===== src/rtl/reptile_core.sv =====
// Reptile multi-cycle CPU core: one FSM fetches 16-bit-format instructions over a
// stallable req/ack port and executes them against an 8-entry register bank.
module reptile_core #(
  parameter int unsigned DW = 16,
  parameter int unsigned AW = 12
) (
  input  logic          clk,
  input  logic          rst,
  input  logic [DW-1:0] i_mem_rdata,
  input  logic          i_mem_ack,
  output logic          o_mem_req,
  output logic          o_mem_we,
  output logic [AW-1:0] o_mem_addr,
  output logic [DW-1:0] o_mem_wdata,
  output logic          o_halted,
  output logic          o_zf
);

  typedef enum logic [2:0] {
    StBoot,
    StFetch,
    StExec,
    StMem,
    StHalted
  } state_e;

  state_e        r_state;
  logic [AW-1:0] r_pc;
  logic [AW-1:0] r_ia;
  logic [14:0]   r_ir;
  logic [DW-1:0] r_regs [8];
  logic          r_zf;
  logic          r_req;
  logic          r_we;
  logic [AW-1:0] r_addr;
  logic [DW-1:0] r_wdata;
  logic          r_halted;

  logic [2:0]    w_op;
  logic [2:0]    w_dest;
  logic [2:0]    w_s1;
  logic [2:0]    w_s2;
  logic [2:0]    w_fn;
  logic [DW-1:0] w_a;
  logic [DW-1:0] w_b;
  logic [DW-1:0] w_alu;
  logic [AW-1:0] w_off_ext;
  logic [AW-1:0] w_target;
  logic [AW-1:0] w_pc_exec;

  assign w_op   = r_ir[14:12];
  assign w_dest = r_ir[11:9];
  assign w_s1   = r_ir[8:6];
  assign w_s2   = r_ir[5:3];
  assign w_fn   = r_ir[2:0];
  assign w_a    = r_regs[w_s1];
  assign w_b    = r_regs[w_s2];

  always_comb begin
    w_alu = '0;
    case (w_fn)
      3'd0: w_alu = w_a + w_b;
      3'd1: w_alu = w_a - w_b;
      3'd2: w_alu = w_a & w_b;
      3'd3: w_alu = w_a | w_b;
      3'd4: w_alu = w_a ^ w_b;
      3'd5: w_alu = ~w_a;
      3'd6: w_alu = {w_a[DW-2:0], 1'b0};
      3'd7: w_alu = {1'b0, w_a[DW-1:1]};
      default: w_alu = '0;
    endcase
  end

  // Branch offsets are relative to the branch's own address, not the incremented PC.
  always_comb begin
    w_off_ext       = {AW{r_ir[11]}};
    w_off_ext[11:0] = r_ir[11:0];
  end

  assign w_target  = r_ia + w_off_ext;
  assign w_pc_exec = ((w_op == 3'd3) || ((w_op == 3'd4) && r_zf)) ? w_target : r_pc;

  always_ff @(posedge clk or posedge rst) begin
    if (rst) begin
      r_state  <= StBoot;
      r_pc     <= '0;
      r_ia     <= '0;
      r_ir     <= '0;
      r_zf     <= 1'b0;
      r_req    <= 1'b0;
      r_we     <= 1'b0;
      r_addr   <= '0;
      r_wdata  <= '0;
      r_halted <= 1'b0;
      for (int i = 0; i < 8; i++) r_regs[i] <= '0;
    end else begin
      case (r_state)
        StBoot: begin
          r_state <= StFetch;
          r_req   <= 1'b1;
          r_we    <= 1'b0;
          r_addr  <= r_pc;
        end
        StFetch: begin
          if (i_mem_ack) begin
            r_ir    <= i_mem_rdata[14:0];
            r_ia    <= r_pc;
            r_pc    <= r_pc + AW'(1);
            r_req   <= 1'b0;
            r_state <= StExec;
          end
        end
        StExec: begin
          // Default: next fetch is issued directly from here, at the resolved PC.
          r_state <= StFetch;
          r_req   <= 1'b1;
          r_we    <= 1'b0;
          r_addr  <= w_pc_exec;
          r_pc    <= w_pc_exec;
          case (w_op)
            3'd0: begin
              r_regs[w_dest] <= w_alu;
              r_zf           <= (w_alu == '0);
            end
            3'd1: begin
              r_state <= StMem;
              r_addr  <= w_b[AW-1:0];
            end
            3'd2: begin
              r_state <= StMem;
              r_addr  <= w_b[AW-1:0];
              r_we    <= 1'b1;
              r_wdata <= w_a;
            end
            3'd5: r_regs[w_dest] <= DW'(r_ir[8:0]);
            3'd6: begin
              r_state  <= StHalted;
              r_req    <= 1'b0;
              r_halted <= 1'b1;
            end
            default: ;
          endcase
        end
        StMem: begin
          if (i_mem_ack) begin
            if (!r_we) r_regs[w_dest] <= i_mem_rdata;
            r_state <= StFetch;
            r_we    <= 1'b0;
            r_addr  <= r_pc;
          end
        end
        StHalted: ;
        default: r_state <= StHalted;
      endcase
    end
  end

  assign o_mem_req   = r_req;
  assign o_mem_we    = r_we;
  assign o_mem_addr  = r_addr;
  assign o_mem_wdata = r_wdata;
  assign o_halted    = r_halted;
  assign o_zf        = r_zf;

endmodule


===== config.mk =====
export PLATFORM = sky130hd
export DESIGN_NAME = reptile_core
export DESIGN_NICKNAME = d
export VERILOG_FILES = /design/src/rtl/reptile_core.sv
export SDC_FILE = /design/constraint.sdc
export NUM_CORES = 1
export LEC_CHECK = 0
export CORE_MARGIN = 10
export CORE_UTILIZATION = 25
export DETAILED_ROUTE_END_ITERATION = 8
export PLACE_DENSITY = 0.44
export SLEW_MARGIN = 15
export SYNTH_ARGS = -nofsm -noshare
export SYNTH_HDL_FRONTEND = slang
export SYNTH_SLANG_ARGS = --single-unit

===== constraint.sdc =====
create_clock -name clk -period 6.5 [get_ports clk]
set_input_delay 1.3 -clock clk [delete_from_list [all_inputs] [get_ports clk]]
set_output_delay 1.3 -clock clk [all_outputs]
set_load 0.1 [all_outputs]

==> After elaboration in Yosys (flattened, before gate mapping) <==
Cells that the tools add are included.
{ "totals": {"reg_bits": 202, "input_bits": 19, "out_inout_bits": 32, "elab_cells": 107} }
{ "op_classes": {"add_sub_neg": 4, "n_lt_le_gt_ge": 4, "n_eq_ne": 21, "muxes": 31, "bitwise_logic": 8, "n_reduce_logical": 21} }
{ "ops": {"columns": ["operator", "n"], "rows": [
  ["$pmux W128 S2", 2],
  ["$bwmux W128", 3],
  ["$mux W128", 2],
  ["$pmux W16 S8", 1],
  ["$bmux W16 S3", 2],
  ["$mux W16", 5],
  ["$demux W16 S3", 1],
  ["$mux W12", 4],
  ["$pmux W12 S3", 1],
  ["$eq A3 B3 Y1 const B", 8],
  ["$pmux W12 S2", 1],
  ["$eq A3 B2 Y1 const B", 6],
  ["$add A16 B16 Y16", 1],
  ["$and A16 B16 Y16", 1],
  ["$logic_not A16 Y1", 1],
  ["$not A16 Y16", 1],
  ["$or A16 B16 Y16", 1],
  ["$sub A16 B16 Y16", 1],
  ["$xor A16 B16 Y16", 1],
  ["$pmux W3 S5", 1],
  ["$reduce_and A2 Y1", 7],
  ["$add A12 B1 Y12 const B", 1],
  ["$add A12 B12 Y12", 1],
  ["$ge A4 B4 Y1 const B", 3],
  ["18 further kinds", 33]
]} }

==> Logic depth before layout (Yosys ltp) <==
Gate-level depths: netlist (run 1).
{ "logic_depth": {"ltp_word": 9, "mapped_depth": 21, "depth_no_buf": 19} }

==> Worst setup path before layout (run 1) <==
OpenSTA, ideal clock, no wires.
{ "synth_timing": {"path_type": "flip-flop to flip-flop", "start": "register r_ir[4]", "end": "register r_regs[12] (netlist name)", "arrival_time_ns": 4.298, "t_required_ns": 6.375, "path_slack_ns": 2.078, "stages_incl_launch_ff": 17, "n_path_buf": 3, "synth_period_minus_slack_ns": 4.422, "cell_sequence": "dfrtp_1 buf_6 buf_6 buf_2 mux4_2 mux2i_1 inv_1 xnor2_1 ha_1 nor2b_1 o31ai_1 a21boi_0 a21oi_1 mux2_2 nor3_1 o21ai_0 mux2_2"} }
{ "synth_via": {"elab_chain_cells": 9, "elab_cells_between_ends": 13, "classes_between": "add/sub (2); mux (7); bitwise (4)"} }
{ "synth_rtl": {"columns": ["item", "line_no", "rtl"], "rows": [
  ["start: declaration", "30", "logic [14:0] r_ir;"],
  ["start signal: assignment", "106", "r_ir <= i_mem_rdata[14:0];"],
  ["$not A3 Y4 (implied by the code) *", "57", "assign w_b = r_regs[w_s2];"],
  ["$bmux W16 S3 *", "57", null],
  ["$mux W16 (implied by the code) * (2 in series)", "57", null],
  ["$sub A16 B16 Y16 (tied with other cells)", "63", "3'd1: w_alu = w_a - w_b;"],
  ["$pmux W16 S8 *", "61", "case (w_fn)"],
  ["$bwmux W128 *", "122", "r_regs[w_dest] <= w_alu;"],
  ["$pmux W128 S2 *", "120", "case (w_op)"],
  ["$pmux W128 S2 *", "97", "case (r_state)"],
  ["end signal: indexed assignment", "122", null],
  ["end signal: indexed assignment", "135", "3'd5: r_regs[w_dest] <= DW'(r_ir[8:0]);"],
  ["end signal: indexed assignment", "146", "if (!r_we) r_regs[w_dest] <= i_mem_rdata;"],
  ["end: declaration", "31", "logic [DW-1:0] r_regs [8];"]
]} }
Every way passes the cells marked *; elsewhere a longest branch is shown, timed or not. The select of a mux whose other input is x is not followed.
A chain may end at the register's enable or synchronous reset.

==> Final worst setup path (run 1) <==
{ "layout_timing": {"start": "register r_ir[4]", "end": "register r_regs[14] (netlist name)"} }
Same word-level chain as after synthesis.

==> impl_metrics.py, run 1 <==
metrics = {
    "sta": {
        "tns_ns": 0,
        "hold_violations": 0,
        "finalSetupViolCount": 0,
        "finalMaxSlewViolations": 0,
        "slew_headroom_pct": 26.1,
        "tightestPinTransition_ns": 1.11,
        "finalClockSkew_ns": 0.0183,
        "rsz0062_at_grt": "no",
        "period_share_pct": 89.5,
        "layout_min_cycle_time_ns": 5.82,
        "fmax_ghz": 0.172,
    },
    "synthesis": {
        "ys_seq_area_share_pct": 37.8,
        "yosys.area.top_type": "dfrtp_1",
        "synth_nets": 1465,
        "synth_area_sq_um": 13400,
        "synth_area_per_cell_sq_um": 9.67,
        "synthFlopType": "dfrtp_1",
        "ys_types": 71,
        "synth_top_cell_area_share_pct": 37.8,
        "synthArstFlopShare_pct": 100,
        "syn_inst": 1382,
        "synth_edf_count": 0,
        "synthTopCellsByCount": "dfrtp_1 (202), nand2_1 (192), o21ai_0 (112)",
        "synth_seq_cells": 202,
        "synth.most_common_cell": "dfrtp_1",
        "yosysWarnings": 0,
        "synth.area.top_cells": "dfrtp_1 (38%), mux4_2 (10%), ha_1 (5.8%)",
    },
    "routing": {
        "dr.pass1.iters": 5,
        "drt-total-wl_mm": 47.7,
        "vias": 11100,
        "drtIter0Drc": 900,
        "wire_per_inst_um": 22.4,
        "routed_via_density": 5.20,
        "drc": 0,
        "postRouteAntennaNets": 0,
    },
    "clock_tree": {
        "cts-root-buf": "clkbuf_16",
        "clk_latency_ns": 0.56,
        "cts_hold_buf": 0,
        "cts_tree": "built",
        "clk_pin_slew_ns": 0.06,
        "clock_sinks": 202,
        "cts_setup_buffers": 0,
        "cts_max_level": 1,
        "clock_tree.buffer_depth": 3,
        "ctsResizeCount": 0,
        "cts_buffers": 26,
    },
    "die": {
        "dieWidth_um": 251,
        "pin_count": 51,
        "core_sq_um": 52800,
        "rows": 84,
        "start_util_pct": 25.3,
        "die_area_sq_um": 63100,
        "die_y_um": 251,
    },
    "cells_and_area": {
        "diodes": 0,
        "drive_gt1_share_pct": 17.2,
        "fin_area_sq_um": 15700,
        "layout.nets": 1508,
        "areaGrowthSynthToFinish_pct": 17.8,
    },
    "setup_path": {
        "worstSetupStartpointType": "register",
        "cp.arrival_ns": 6.26,
        "crit_path_end_kind": "register",
        "cp-startpoint": "r_ir[4]",
        "reg2reg_from": "r_ir[4]",
        "path_class": "register to register",
        "critPathRequiredTime_ns": 6.94,
        "path_max_fanout": 34,
    },
    "hold_path": {
        "hold_start": "o_halted",
        "hold_class": "register to register",
    },
    "place": {
        "place_area_sq_um": 14800,
        "hpwl_mm": 34.0,
        "gp_congestion": 0.864,
        "io_buffers": 50,
    },
    "global_routing": {
        "grt-ovfl-total": 0,
        "grt_use_total_pct": 14.9,
        "grt_antenna_before_repair": 0,
        "grt_pass1_wl_mm": 72.2,
        "grt_max_degree": 127,
        "grt_pass1_vias": 11100,
    },
    "job": {
        "maxCapViolations": 0,
    },
    "run_status": {
        "outcome": "finished clean",
    },
}
## area by class of cell
class	count	area, sq um
sequential	202	5060
tap	688	861
inverter	54	206
clock buffer	34	762
timing repair buffer	98	873
multi-input combinational	1043	7770
clock inverter	14	209
fill	5547	37000
## registers in the layout, summed over array words and instances (netlist names)
register and flops:
r_state 3, o_zf 1, r_regs 128, r_pc 12, o_mem_wdata 16, r_ir 15, o_mem_req 1, r_ia 12
o_mem_we 1, o_mem_addr 12, o_halted 1
## critical path, stage by stage, from the launching register on
cell and delay, ns:
dfrtp_2 1.10, mux4_2 0.64, mux2i_4 0.24, inv_2 0.08, nor2_1 0.37, a21oi_1 0.15, xnor2_1 0.23, ha_1 0.32
o21a_1 0.21, o31ai_1 0.11, a21boi_0 0.30, a211oi_1 0.33, o21ai_0 0.14, a21oi_1 0.18, xnor2_1 0.09, a21oi_1 0.67
o21ai_0 0.22, mux2_2 0.29
## layout by cell type, fill, tap and decap left out, types with 15 or more instances in the layout
| cell type | instances |
|---|---|
| a211oi_1 | 16 |
| a21oi_1 | 97 |
| a31oi_1 | 15 |
| buf_4 | 47 |
| clkbuf_16 | 27 |
| clkdlybuf4s50_1 | 50 |
| dfrtp_1 | 198 |
| ha_1 | 62 |
| inv_1 | 47 |
| mux2_2 | 58 |
| mux2i_1 | 33 |
| mux4_2 | 60 |
| nand2_1 | 192 |
| nor2_1 | 103 |
| nor3_1 | 22 |
| o211ai_1 | 21 |
| o21a_1 | 23 |
| o21ai_0 | 112 |
| o22ai_1 | 20 |
| xnor2_1 | 22 |
## stage by stage
step	std cells	setup WS [ns]	hold slack, ns	utilization [%]
floorplan	1382	2.08	0.452	-
global placement	2085	0.789	0.462	28.0
detailed placement	2085	0.705	0.460	28.0
CTS	2133	0.670	0.479	29.8
global route	2133	0.222	0.499	29.8
finish	2133	0.681	0.473	29.8
## worst paths after layout
path                               to  slack [ns]  cells after the start
max                        r_regs[14]        0.68                     17
min in group asynchronous    o_halted        1.00                      2
min                          o_halted        0.47                      1
min reg2reg                  o_halted        0.47                      1
max reg2reg                r_regs[14]        0.68                     17
max in group asynchronous     r_ir[2]        4.30                      3
## cells by family after synthesis
family	after synthesis	share of synthesized area, %
fa+ha+maj	64	6.11
xor+xnor	37	2.53
compound gates	376	17.5
flops	202	37.8
simple gates	408	13.5
buf+inv	137	4.14
mux	158	18.4
## routing by layer
layer  up-vias  global-route usage [%]  routed length (um)
li1       5124                       -                   -
met1      5610                    20.0               22300
met2       288                    23.8               21800
met3        77                    2.16                2080
met4         0                    5.51                1560
met5         -                       0                   0
Power of run 1 is not shown: default switching activity piles up to over one toggle a cycle in this logic, so the estimate is an artifact.
==> run 2: changes to the inputs <==
--- a/config.mk
+++ b/config.mk
@@ -5,10 +5,11 @@
 export SDC_FILE = /design/constraint.sdc
 export NUM_CORES = 1
 export LEC_CHECK = 0
+export CORE_ASPECT_RATIO = 1.2
 export CORE_MARGIN = 10
-export CORE_UTILIZATION = 25
+export CORE_UTILIZATION = 56
 export DETAILED_ROUTE_END_ITERATION = 8
-export PLACE_DENSITY = 0.44
+export PLACE_DENSITY = 0.8
 export SLEW_MARGIN = 15
 export SYNTH_ARGS = -nofsm -noshare
 export SYNTH_HDL_FRONTEND = slang
==> run 2 against run 1 <==
  * Clock skew down 0.0080 ns
  * Critical path depth up 1
  * Setup slack better by 0.041 ns
  * Cell count down 18%
  * Routed wire length down 15%
  * Via count up 4.0%
  * Global-route usage up 11 points
  * Highest routed layer unchanged
  * Core utilization up 34 points
==> impl_metrics.py, run 2 (synthesis results as in run 1) <==
metrics = {
    "global_routing": {
        "grt_antenna_before_repair": 0,
        "grt_max_degree": 148,
        "grt_pass1_vias": 11600,
        "grt_use_total_pct": 26.0,
        "grt-ovfl-total": 0,
        "grt_pass1_wl_mm": 63.6,
    },
    "setup_path": {
        "r2r-end": "r_regs[12]",
        "worstSetupStartpointType": "register",
        "cp.arrival_ns": 6.18,
        "path_class": "register to register",
        "reg2reg_from": "r_ir[4]",
        "reg2reg_depth": 18,
        "path_max_fanout": 31,
        "crit_path_end_kind": "register",
        "critPathRequiredTime_ns": 6.90,
        "r2r_slack_ns": 0.72,
    },
    "die": {
        "dieWidth_um": 161,
        "core_sq_um": 23400,
        "pin_count": 51,
        "start_util_pct": 57.2,
        "rows": 61,
        "die_area_sq_um": 30500,
        "die_y_um": 189,
    },
    "sta": {
        "fmax_ghz": 0.173,
        "finalSetupViolCount": 0,
        "layout_min_cycle_time_ns": 5.78,
        "finalMaxSlewViolations": 0,
        "rsz0062_at_grt": "no",
        "period_share_pct": 88.9,
        "hold_violations": 0,
        "tns_ns": 0,
        "slew_headroom_pct": 20.4,
        "tightestPinTransition_ns": 1.19,
        "worst_slack_ns": 0.722,
        "holdWs_ns": 0.468,
        "finalClockSkew_ns": 0.0103,
    },
    "cells_and_area": {
        "areaGrowthSynthToFinish_pct": 11.9,
        "largest_register_ffs": 128,
        "regMostFlops": "r_regs",
        "drive_gt1_share_pct": 15.7,
        "final_cell_mix": "dfrtp_1 (200), nand2_1 (192), o21ai_0 (112)",
        "diodes": 0,
        "layout.nets": 1496,
        "final_common_cell": "dfrtp_1",
        "final_cells": 1742,
    },
    "routing": {
        "postRouteAntennaNets": 0,
        "drt-total-wl_mm": 40.3,
        "drtIter0Drc": 1069,
        "wire_per_inst_um": 23.2,
        "drc": 0,
        "dr.pass1.iters": 7,
        "routed_via_density": 6.62,
        "vias": 11500,
    },
    "clock_tree": {
        "ctsResizeCount": 0,
        "clock_tree.buffer_depth": 3,
        "clock_sinks": 202,
        "clk_latency_ns": 0.52,
        "cts_max_level": 1,
        "cts-root-buf": "clkbuf_16",
        "cts_tree": "built",
        "cts_setup_buffers": 0,
        "cts_hold_buf": 0,
        "clk_pin_slew_ns": 0.06,
        "cts_buffers": 23,
    },
    "hold_path": {
        "hold_start": "o_halted",
        "hold_class": "register to register",
        "hold_depth": 1,
        "hold_path_end": "o_halted",
    },
    "place": {
        "gp_congestion": 0.957,
        "io_buffers": 50,
        "pre_cts_ws_ns": 0.835,
        "dp_cells": 1703,
        "hpwl_mm": 28.5,
    },
    "run_status": {
        "outcome": "finished clean",
    },
    "job": {
        "maxCapViolations": 0,
    },
}
[run 2: cell count changes in the layout (fill, tap and decap cells not counted), sizes merged]
cell | previous run | this run
clkinvlp | 2 | 4
buf | 48 | 39
inv | 55 | 54
clkbuf | 34 | 31
clkinv | 6 | 3
bufinv | 5 | 1
[run 2: how the worst max path moves through the flow]
stage | cells after the start | startpoint | slack, ns | end
global route | 16 | r_ir[4] | 0.40 | r_regs[44]
floorplan | 16 | r_ir[4] | 2.08 | r_regs[12]
finish | 18 | r_ir[4] | 0.72 | r_regs[12]
global placement | 18 | r_ir[4] | 1.12 | r_regs[44]
detailed placement | 18 | r_ir[4] | 0.83 | r_regs[12]
CTS | 18 | r_ir[4] | 0.81 | r_regs[12]
[run 2: layout make-up]
cell class	instances	area [sq um]
inverter	54	206
timing repair buffer	89	818
tap	315	394
clock inverter	8	78.8
clock buffer	31	626
sequential	202	5060
multi-input combinational	1043	7770
fill	1855	8410
[run 2: per-stage QoR]
| stage | area, sq um | utilization (%) |
|---|---|---|
| final | 14900 | 64.0 |
| after CTS | 14900 | 64.0 |
| after floorplan | 13400 | - |
| after global placement | 14200 | 61.0 |
| after global routing | 14900 | 64.0 |
| after detailed placement | 14200 | 61.0 |
[run 2: metal layers]
metal / global-route usage (%) / vias up / share of wire (%)
met5: 0 / - / 0
met4: 13.0 / 0 / 5.0
met3: 5.14 / 140 / 10
met2: 42.7 / 674 / 48
met1: 32.0 / 5628 / 37
li1: - / 5097 / -
[run 2: worst max-delay path, cell delays in order (launching register included)]
cell and delay [ns]:
dfrtp_2 1.03, buf_4 0.37, mux4_2 0.55, mux2i_2 0.23, inv_2 0.11, nor3_4 0.22
nand3_2 0.14, nor2_1 0.20, a31oi_1 0.17, xnor2_1 0.19, ha_1 0.35, inv_1 0.10
nor2_1 0.07, o2bb2ai_1 0.14, a21oi_1 0.16, mux2_2 0.36, nor3_1 0.72, o21ai_0 0.23
mux2_2 0.30
Power of run 2 is left out for the same reason.
==> run 3: changes to the inputs <==
--- a/config.mk
+++ b/config.mk
@@ -9,7 +9,9 @@
 export CORE_MARGIN = 10
 export CORE_UTILIZATION = 56
 export DETAILED_ROUTE_END_ITERATION = 8
+export GPL_TIMING_DRIVEN = 0
 export PLACE_DENSITY = 0.8
+export SKIP_CTS_REPAIR_TIMING = 1
 export SLEW_MARGIN = 15
 export SYNTH_ARGS = -nofsm -noshare
 export SYNTH_HDL_FRONTEND = slang
==> run 3 against run 2 <==
  * Fmax decreased by 7.5%
  * Non-clock buffer count up 52
  * Global-route usage increased by 3.5 points
  * Die area is the same
  * Core utilization up 0.92 points
  * Via count up 3.0%
  * Design area is 1.4% higher
  * Clock skew increased by 0.0066 ns
  * Worst hold slack improved by 0.0079 ns
  * Sequential share of layout area shrank 0.49 points
  * Critical path type unchanged
==> impl_metrics.py, run 3 (synthesis results as in run 1) <==
metrics = {
    "job": {
        "maxCapViolations": 0,
    },
    "sta": {
        "finalMaxSlewViolations": 0,
        "slew_headroom_pct": 20.9,
        "fmax_ghz": 0.160,
        "layout_min_cycle_time_ns": 6.24,
        "period_share_pct": 96.1,
        "finalSetupViolCount": 0,
        "hold_violations": 0,
        "finalClockSkew_ns": 0.0170,
        "tightestPinTransition_ns": 1.18,
        "tns_ns": 0,
        "rsz0062_at_grt": "no",
        "worst_slack_ns": 0.256,
    },
    "global_routing": {
        "grt_use_total_pct": 29.5,
        "grt_pass1_wl_mm": 70.1,
        "grt_max_degree": 37,
        "grt-ovfl-total": 0,
        "grt_pass1_vias": 11600,
        "grt_antenna_before_repair": 0,
    },
    "cells_and_area": {
        "fin_util_pct": 64.9,
        "diodes": 0,
        "areaGrowthSynthToFinish_pct": 13.5,
        "largest_register_ffs": 128,
        "layout.nets": 1547,
        "final_cells": 1793,
        "final_common_cell": "dfrtp_1",
        "regMostFlops": "r_regs",
        "final_cell_mix": "dfrtp_1 (202), nand2_1 (192), o21ai_0 (112)",
        "drive_gt1_share_pct": 13.9,
    },
    "place": {
        "io_buffers": 50,
        "hpwl_mm": 33.7,
        "dp_cells": 1755,
        "pre_cts_ws_ns": 0.157,
        "gp_congestion": 0.985,
    },
    "setup_path": {
        "worstSetupStartpointType": "register",
        "crit_path_end_kind": "register",
        "critPathRequiredTime_ns": 6.90,
        "cp.arrival_ns": 6.65,
        "path_max_fanout": 10,
        "path_class": "register to register",
        "reg2reg_depth": 15,
    },
    "clock_tree": {
        "clock_sinks": 202,
        "cts_buffers": 22,
        "cts_tree": "built",
        "clock_tree.buffer_depth": 3,
        "cts-root-buf": "clkbuf_16",
        "cts_max_level": 1,
        "clk_latency_ns": 0.52,
        "clk_pin_slew_ns": 0.06,
    },
    "run_status": {
        "outcome": "finished clean",
    },
    "hold_path": {
        "hold_depth": 1,
        "hold_class": "register to register",
    },
    "routing": {
        "postRouteAntennaNets": 0,
        "drtIter0Drc": 1364,
        "drc": 0,
        "drt-total-wl_mm": 45.3,
        "wire_per_inst_um": 25.3,
        "dr.pass1.iters": 6,
        "routed_via_density": 6.63,
        "vias": 11900,
    },
    "die": {
        "start_util_pct": 57.2,
        "core_sq_um": 23400,
        "dieWidth_um": 161,
        "rows": 61,
        "pin_count": 51,
        "die_y_um": 189,
        "die_area_sq_um": 30500,
    },
}
-- run 3: worst paths after layout --
check | startpoint | slack (ns) | to
max in group asynchronous | rst | 4.03 | o_mem_wdata[5]
min in group asynchronous | rst | 1.20 | o_mem_addr[10]
hold reg to reg | o_halted | 0.48 | o_halted
hold / removal | o_halted | 0.48 | o_halted
setup reg to reg | r_ir[8] | 0.26 | r_regs[11]
setup / recovery | r_ir[8] | 0.26 | r_regs[11]
-- run 3: worst max-delay path, stage by stage (launching register included) --
cell and delay, ns:
dfrtp_1 0.42, clkbuf_1 0.68, clkdlybuf4s15_1 0.82, mux4_2 0.41, mux2i_1 0.61, inv_1 0.21
ha_1 0.30, nor3_1 0.34, nand3_1 0.15, a211oi_1 0.51, o21bai_1 0.12, a21oi_1 0.19
xnor2_1 0.13, o22ai_1 0.73, o21ai_0 0.21, mux2_2 0.29
-- run 3: layout make-up --
class | instances | area [sq um]
timing repair buffer | 58 | 641
clock inverter | 7 | 68.8
inverter | 54 | 206
tap | 315 | 394
fill | 1918 | 8190
multi-input combinational | 1043 | 7770
sequential | 202 | 5050
clock buffer | 31 | 666
buffer | 83 | 357
-- run 3: metrics by stage --
stage | hold WS [ns] | area, sq um
final | 0.476 | 15200
after global routing | 0.499 | 15200
after CTS | 0.472 | 15100
after detailed placement | 0.457 | 14400
after global placement | 0.451 | 14300
after floorplan | 0.452 | 13400
-- run 3: metal layers --
layer | GRT usage, % | wire length (um) | vias up | part of all wire, %
met5 | 0 | 0 | - | 0
met3 | 5.45 | 4580 | 159 | 10
met1 | 38.3 | 17500 | 5778 | 39
met2 | 46.8 | 20800 | 752 | 46
met4 | 14.0 | 2450 | 0 | 5.4
li1 | - | - | 5201 | -
Power of run 3 is left out for the same reason.
